`src/rtl/qspi_master.sv`:
```
// Quad-SPI transaction engine: one byte read/write per request to a flash or one of two QPI RAMs.
// Each nibble spends two cycles on the bus (clk low, then clk high), so the SPI clock runs at clock/2.
module qspi_master #(
   parameter int         DATA_BUS_WIDTH = 8,
   parameter int         ADDRESS_WIDTH  = 24,
   parameter int         DUMMY_CYCLES   = 6,
   parameter logic [7:0] CMD_READ       = 8'hEB,
   parameter logic [7:0] CMD_WRITE      = 8'h38
) (
   input  logic                      clock,
   input  logic                      reset,
   input  logic                      start,
   input  logic                      is_write,
   input  logic [1:0]                target,
   input  logic [ADDRESS_WIDTH-1:0]  addr,
   input  logic [DATA_BUS_WIDTH-1:0] wdata,
   output logic                      busy,
   output logic                      done,
   output logic [DATA_BUS_WIDTH-1:0] rdata,
   input  logic [3:0]                spi_data_in,
   output logic [3:0]                spi_data_out,
   output logic [3:0]                spi_data_oe,
   output logic                      spi_clk_out,
   output logic                      spi_flash_select,
   output logic                      spi_ram_a_select,
   output logic                      spi_ram_b_select
);

   typedef enum logic [2:0] {
      S_IDLE, S_SELECT, S_CMD, S_ADDR, S_DUMMY, S_RDATA, S_WDATA, S_DESELECT
   } state_t;

   state_t      state_r;
   state_t      adv_state_s;
   logic [4:0]  cnt_r;
   logic [4:0]  adv_cnt_s;
   logic        phase_r;
   logic        is_write_r;
   logic [23:0] addr_r;
   logic [7:0]  wdata_r;
   logic [7:0]  rbuf_r;
   logic        reject_s;

   function automatic logic [4:0] last_cnt(input state_t st);
      case (st)
         S_CMD, S_RDATA, S_WDATA: last_cnt = 5'd1;
         S_ADDR:                  last_cnt = 5'd5;
         S_DUMMY:                 last_cnt = 5'(DUMMY_CYCLES - 1);
         default:                 last_cnt = 5'd0;
      endcase
   endfunction

   // Outgoing nibble for a given phase/index; uses the latched request fields.
   function automatic logic [3:0] nib_of(input state_t st, input logic [4:0] idx);
      logic [7:0] cmd;
      cmd = is_write_r ? CMD_WRITE : CMD_READ;
      case (st)
         S_CMD:   nib_of = (idx == 5'd0) ? cmd[7:4] : cmd[3:0];
         S_WDATA: nib_of = (idx == 5'd0) ? wdata_r[7:4] : wdata_r[3:0];
         S_ADDR: begin
            case (idx)
               5'd0:    nib_of = addr_r[23:20];
               5'd1:    nib_of = addr_r[19:16];
               5'd2:    nib_of = addr_r[15:12];
               5'd3:    nib_of = addr_r[11:8];
               5'd4:    nib_of = addr_r[7:4];
               5'd5:    nib_of = addr_r[3:0];
               default: nib_of = 4'h0;
            endcase
         end
         default: nib_of = 4'h0;
      endcase
   endfunction

   function automatic logic drives_bus(input state_t st);
      drives_bus = (st == S_CMD) || (st == S_ADDR) || (st == S_WDATA);
   endfunction

   assign reject_s = (target == 2'd3) || (is_write && (target == 2'd0));

   // Phase/index that follows the nibble currently finishing.
   always_comb begin
      adv_state_s = state_r;
      adv_cnt_s   = cnt_r + 5'd1;
      if (cnt_r == last_cnt(state_r)) begin
         adv_cnt_s = 5'd0;
         case (state_r)
            S_CMD:            adv_state_s = S_ADDR;
            S_ADDR:           adv_state_s = is_write_r ? S_WDATA :
                                            ((DUMMY_CYCLES == 0) ? S_RDATA : S_DUMMY);
            S_DUMMY:          adv_state_s = S_RDATA;
            S_RDATA, S_WDATA: adv_state_s = S_DESELECT;
            default:          adv_state_s = state_r;
         endcase
      end else begin
         adv_cnt_s = cnt_r + 5'd1;
      end
   end

   // Transaction FSM with all pin and handshake outputs registered.
   always_ff @(posedge clock or negedge reset) begin
      if (!reset) begin
         state_r          <= S_IDLE;
         cnt_r            <= 5'd0;
         phase_r          <= 1'b0;
         is_write_r       <= 1'b0;
         addr_r           <= 24'h000000;
         wdata_r          <= 8'h00;
         rbuf_r           <= 8'h00;
         busy             <= 1'b0;
         done             <= 1'b0;
         rdata            <= '0;
         spi_data_out     <= 4'h0;
         spi_data_oe      <= 4'h0;
         spi_clk_out      <= 1'b0;
         spi_flash_select <= 1'b1;
         spi_ram_a_select <= 1'b1;
         spi_ram_b_select <= 1'b1;
      end else begin
         done <= 1'b0;
         case (state_r)
            S_IDLE: begin
               spi_clk_out <= 1'b0;
               spi_data_oe <= 4'h0;
               if (start) begin
                  is_write_r <= is_write;
                  addr_r     <= 24'(addr);
                  wdata_r    <= wdata;
                  if (reject_s) begin
                     done <= 1'b1;
                  end else begin
                     state_r          <= S_SELECT;
                     busy             <= 1'b1;
                     spi_flash_select <= (target != 2'd0);
                     spi_ram_a_select <= (target != 2'd1);
                     spi_ram_b_select <= (target != 2'd2);
                  end
               end
            end
            S_SELECT: begin
               state_r      <= S_CMD;
               cnt_r        <= 5'd0;
               phase_r      <= 1'b0;
               spi_clk_out  <= 1'b0;
               spi_data_out <= nib_of(S_CMD, 5'd0);
               spi_data_oe  <= 4'hF;
            end
            S_DESELECT: begin
               state_r <= S_IDLE;
               busy    <= 1'b0;
               done    <= 1'b1;
               if (!is_write_r) rdata <= rbuf_r;
            end
            default: begin
               if (!phase_r) begin
                  phase_r     <= 1'b1;
                  spi_clk_out <= 1'b1;
               end else begin
                  phase_r      <= 1'b0;
                  spi_clk_out  <= 1'b0;
                  if (state_r == S_RDATA) rbuf_r <= {rbuf_r[3:0], spi_data_in};
                  state_r      <= adv_state_s;
                  cnt_r        <= adv_cnt_s;
                  spi_data_out <= nib_of(adv_state_s, adv_cnt_s);
                  spi_data_oe  <= drives_bus(adv_state_s) ? 4'hF : 4'h0;
                  if (adv_state_s == S_DESELECT) begin
                     spi_flash_select <= 1'b1;
                     spi_ram_a_select <= 1'b1;
                     spi_ram_b_select <= 1'b1;
                  end
               end
            end
         endcase
      end
   end

endmodule

```
`config.mk`:
```
export PLATFORM = sky130hd
export DESIGN_NAME = qspi_master
export DESIGN_NICKNAME = d
export VERILOG_FILES = /design/src/rtl/qspi_master.sv
export SDC_FILE = /design/constraint.sdc
export NUM_CORES = 1
export LEC_CHECK = 0
export CAP_MARGIN = 20
export CORE_MARGIN = 5
export CORE_UTILIZATION = 57
export CTS_CLUSTER_DIAMETER = 80
export DETAILED_ROUTE_END_ITERATION = 8
export PLACE_DENSITY = 0.88
export SETUP_SLACK_MARGIN = 0.1
export SYNTH_ARGS = -nofsm -noshare
export SYNTH_HDL_FRONTEND = slang
export SYNTH_SLANG_ARGS = --single-unit
```
`constraint.sdc`:
```
create_clock -name clock -period 3.8 [get_ports clock]
set_input_delay 0.57 -clock clock [delete_from_list [all_inputs] [get_ports clock]]
set_output_delay 0.57 -clock clock [all_outputs]
set_load 0.005 [all_outputs]
```
==> tab_implementation.tex <==
\begin{tabular}{lr}
\hline
Metric & Value \\
\hline
\multicolumn{2}{l}{\textbf{Outcome}} \\
\quad Run status & complete, no violations \\
\multicolumn{2}{l}{\textbf{Timing}} \\
\quad Max Freq & about 0.34 GHz \\
\quad Final count of hold timing violations & 0 \\
\quad Setup TNS Final & 0 ns \\
\quad Final setup violating endpoints & 0 \\
\quad Worst Setup Slack, final & $\sim$0.9 ns \\
\quad Fin Hold WS & 0.0901 ns \\
\quad Tightest Pin Transition & 0.699 ns \\
\quad Max-slew violation total from the final report & 0 \\
\quad Unrepaired setup endpoints after global routing & false \\
\quad Final Critical Period & 2.90 ns \\
\quad Period utilization & 0.764 \\
\quad Skew final & approximately 0.012 ns \\
\quad Relative max-transition margin & 0.527 \\
\multicolumn{2}{l}{\textbf{Detailed routing}} \\
\quad Vias after detailed routing & 2,715 \\
\quad Vias per Instance & 6.03 \\
\quad Count of unresolved DRC violations after routing & 0 \\
\quad Antenna Nets Post-Route & 0 \\
\quad Iteration-0 DRC count of the detailed router & approximately 220 \\
\quad Average routed wire per standard cell & 17.7 um \\
\quad First-pass iteration count of the detailed router & 4 \\
\quad Total wirelength of the detailed-routed design & 7970 um \\
\multicolumn{2}{l}{\textbf{Clock network}} \\
\quad Num Clock Sinks & 69 \\
\quad Insertion delay to the later sink of the worst-skew pair & 0.35 ns \\
\quad Clock tree from TritonCTS & built \\
\quad Root buffer cell & sky130\_fd\_sc\_hd\_\_clkbuf\_8 \\
\quad CTS clock-pin slew for the worst setup and hold paths & 0.08 ns \\
\quad Hold\_buf cts & 0 \\
\quad Resize count post-CTS & 0 \\
\quad Number of H-tree levels & 3 \\
\quad Maximum clock insertion buffer count & 2 \\
\quad Total setup buffers inserted after CTS & 0 \\
\quad Number of clock buffers inserted by TritonCTS & 9 \\
\multicolumn{2}{l}{\textbf{Finish}} \\
\quad Relative area change from synthesis to final layout & 24.8\% \\
\quad Net count reported at finish & 416 \\
\quad Count of placed standard cells in the final layout, fillers left out & 450 \\
\quad Share of final-layout standard cells stronger than drive strength 1 & 0.237 \\
\quad Antenna cell count & 0 \\
\quad Count of filler cells inserted in the layout & 386 \\
\quad Post-layout util & 0.741 \\
\multicolumn{2}{l}{\textbf{Floorplanning}} \\
\quad Die Outline Area & 7920 um\^{}2 \\
\quad Starting density of the core & 0.594 \\
\quad Y dimension of the die & approximately 89 um \\
\quad X dimension of the die & 89.0 um \\
\quad I/O pin cnt & 64 \\
\quad Standard cell core area & 5990 um\^{}2 \\
\quad Standard-cell row count & 28 \\
\multicolumn{2}{l}{\textbf{Synth}} \\
\quad Unique cell type count in the Yosys netlist & 60 \\
\quad Post-synthesis cell type with the largest combined area & sky130\_fd\_sc\_hd\_\_dfrtp\_1 \\
\quad Asr flop ratio synth & 1.00 \\
\quad Yosys warning count & 0 \\
\quad Number of flops mapped to enable cells by yosys & 0 \\
\quad Mapped Area & 3560 um\^{}2 \\
\quad Average footprint of a synthesized cell & approximately 11 um\^{}2 \\
\quad Net count after synthesis & 359 \\
\quad Ranking of synthesized cells by area & sky130\_fd\_sc\_hd\_\_dfrtp\_1, sky130\_fd\_sc\_hd\_\_mux2\_2, sky130\_fd\_sc\_hd\_\_mux2i\_1 \\
\quad Portion of synthesized cell area occupied by the leading cell type & 0.464 \\
\quad Top\_reg\_cell synth & sky130\_fd\_sc\_hd\_\_dfrtp\_1 \\
\quad Cell count after synthesis & $\sim$310 \\
\quad Proportion of synthesized chip area in sequential cells & 0.486 \\
\quad Yosys reg bits & 69 \\
\quad Most numerous cell in the Yosys netlist & sky130\_fd\_sc\_hd\_\_dfrtp\_1 \\
\quad Most frequent cells after synthesis & sky130\_fd\_sc\_hd\_\_dfrtp\_1, sky130\_fd\_sc\_hd\_\_mux2\_2, sky130\_fd\_sc\_hd\_\_nor2\_1 \\
\multicolumn{2}{l}{\textbf{Placement}} \\
\quad DP Cell Count & 434 \\
\quad Global placement routability congestion & 0.939 \\
\quad Detail Placement HPWL & about 5600 um \\
\quad DP Worst Slack & around 1.0 ns \\
\quad IO Port Bufs & 63 \\
\multicolumn{2}{l}{\textbf{Worst setup path}} \\
\quad Type of element capturing the critical path & flip-flop \\
\quad Cell with the biggest individual delay on the critical path & sky130\_fd\_sc\_hd\_\_nor4b\_1 \\
\quad Cell chain of the critical path & ha\_1 -> xor2\_1 -> a2bb2oi\_1 -> nor4b\_1 -> nor2\_4 -> clkinv\_8 -> ha\_1 -> nor3\_1 -> or2\_1 -> o32a\_1 \\
\quad CP required & 4.05 ns \\
\quad Worst EP arrival & 3.15 ns \\
\quad Most repeated library cell on the critical path & sky130\_fd\_sc\_hd\_\_ha\_1 \\
\quad Crit path launch type & flip-flop \\
\quad Start-to-end type of the worst setup path & reg2reg \\
\quad Largest fanout of any net on the critical path & 10 \\
\quad Reg-to-reg setup timing slack & 0.90 ns \\
\quad CP peak stage delay & 0.64 ns \\
\multicolumn{2}{l}{\textbf{Global route}} \\
\quad Largest net degree at the start of global routing & 42 \\
\quad Global-route track usage on met3 & 0.0378 \\
\quad Busiest layer in global routing & met2 \\
\quad Combined global-route utilization of all metal layers & 0.217 \\
\quad Antenna violations before repair & 0 \\
\quad Number of global-route vias before repair & 2,582 \\
\quad First-pass GRT wire length & 12,900 um \\
\quad Met2 Use GR & 0.334 \\
\quad Met1 track demand over resource in global routing & 0.298 \\
\quad GRT Residual Overflow & 0 \\
\multicolumn{2}{l}{\textbf{Power and ir drop}} \\
\quad VDD IR max & $\sim$0.00044 V \\
\quad Leakage dissipation & 0.00187 uW \\
\quad Cell Pwr Density & 899 nW/um\^{}2 \\
\multicolumn{2}{l}{\textbf{Run}} \\
\quad Number of violations of the max-capacitance limit & 0 \\
\multicolumn{2}{l}{\textbf{Worst hold path}} \\
\quad Hold Path Class & in2async \\
\hline
\end{tabular}
-- through the flow --
step | power (uW) | instance area [um^2]
floorplan | 2700 | 3560
global placement | 3200 | 4190
detailed placement | 3280 | 4210
CTS | 4000 | 4440
global route | 4260 | 4440
finish | 3990 | 4440
-- area by class of cell --
type | count | area [um^2] | share of cell area
sequential | 69 | 1730 | 0.390
clock buffer | 10 | 138 | 0.0310
timing repair buffer | 67 | 668 | 0.150
clock inverter | 6 | 93.8 | 0.0211
tap | 75 | 93.8 | 0.0211
multi-input combinational | 218 | 1690 | 0.380
inverter | 5 | 31.3 | 0.00704
-- power breakdown --
group | switching [uW] | internal (uW) | total (uW) | leakage [uW]
Combinational | 928 | 974 | 1900 | 0.000922
Sequential | 307 | 1090 | 1400 | 0.000839
Clock | 296 | 393 | 689 | 0.000113
Total | 1530 | 2460 | 3990 | 0.00187
-- kinds of logic (layout without fill, tap and decap cells) --
logic type	count (synthesis)	in the layout	synth area share
XOR/XNOR	6	6	0.0169
multiplexers	65	65	0.201
AO/OA/AOI/OAI	59	59	0.120
adder cells (fa/ha/maj)	4	4	0.0141
buffers and inverters	26	88	0.0397
flip-flops	69	69	0.486
AND/OR/NAND/NOR	84	84	0.122
-- metal layers --
| layer | vias up | part of all wire |
|---|---|---|
| met2 | 94 | 0.49 |
| met3 | 20 | 0.048 |
| met5 | - | 0 |
| met1 | 1349 | 0.44 |
| met4 | 0 | 0.022 |
| li1 | 1252 | - |
-- final timing paths --
path                       depth (start not counted)                      endpoint                        start
max in group asynchronous                          2  spi_flash_select$_DFFE_PN1P_                        reset
setup / recovery                                  10   spi_data_out[3]$_DFFE_PN0P_         cnt_r[1]$_DFFE_PN0P_
hold reg to reg                                    1   spi_data_out[3]$_DFFE_PN0P_  spi_data_out[3]$_DFFE_PN0P_
min in group clock                                 1   spi_data_out[3]$_DFFE_PN0P_  spi_data_out[3]$_DFFE_PN0P_
setup reg to reg                                  10   spi_data_out[3]$_DFFE_PN0P_         cnt_r[1]$_DFFE_PN0P_
hold / removal                                     1        addr_r[17]$_DFFE_PN0P_                        reset
-- state kept, by name, indices dropped and copies added (netlist names), 3 cells and up --
signal / count
addr_r: 24
state_r: 3
rbuf_r: 8
spi_data_out: 4
wdata_r: 8
cnt_r: 5
rdata: 8
-- critical path, delay by kind of cell (launching register included) --
family,cells,cell delay [ns]
simple gates,4,1.01
flops,1,0.50
xor+xnor,1,0.11
fa+ha+maj,2,0.56
buf+inv,1,0.10
compound gates,2,0.51
-- cells in the final DEF (no fill, tap or decap), types with 2 or more instances in the layout --
cell type | netlist | routed
sky130_fd_sc_hd__a311oi_1 | 2 | 2
sky130_fd_sc_hd__clkdlybuf4s50_1 | 0 | 62
sky130_fd_sc_hd__o21ai_0 | 14 | 14
sky130_fd_sc_hd__o32a_1 | 3 | 3
sky130_fd_sc_hd__clkbuf_8 | 0 | 10
sky130_fd_sc_hd__mux2_2 | 52 | 52
sky130_fd_sc_hd__nor2_4 | 2 | 2
sky130_fd_sc_hd__mux2i_1 | 13 | 13
sky130_fd_sc_hd__xor2_1 | 4 | 4
sky130_fd_sc_hd__a21oi_1 | 10 | 10
sky130_fd_sc_hd__dfstp_2 | 3 | 3
sky130_fd_sc_hd__bufinv_16 | 0 | 2
sky130_fd_sc_hd__a211oi_1 | 2 | 2
sky130_fd_sc_hd__nor2_1 | 24 | 24
sky130_fd_sc_hd__o31ai_1 | 3 | 3
sky130_fd_sc_hd__nand2b_1 | 5 | 5
sky130_fd_sc_hd__nor3_1 | 5 | 5
sky130_fd_sc_hd__dfrtp_1 | 66 | 66
sky130_fd_sc_hd__a22oi_1 | 2 | 2
sky130_fd_sc_hd__ha_1 | 4 | 4
sky130_fd_sc_hd__nand3_1 | 7 | 7
sky130_fd_sc_hd__a31oi_1 | 5 | 5
sky130_fd_sc_hd__nand3b_1 | 2 | 2
sky130_fd_sc_hd__nor4b_1 | 3 | 3
sky130_fd_sc_hd__or2_4 | 2 | 2
sky130_fd_sc_hd__inv_6 | 0 | 2
sky130_fd_sc_hd__a21o_1 | 3 | 3
sky130_fd_sc_hd__inv_1 | 4 | 4
sky130_fd_sc_hd__o22ai_1 | 2 | 2
sky130_fd_sc_hd__buf_4 | 5 | 3
sky130_fd_sc_hd__and3_1 | 2 | 2
sky130_fd_sc_hd__nand2_1 | 20 | 20
(Power assumes the default switching activity.)
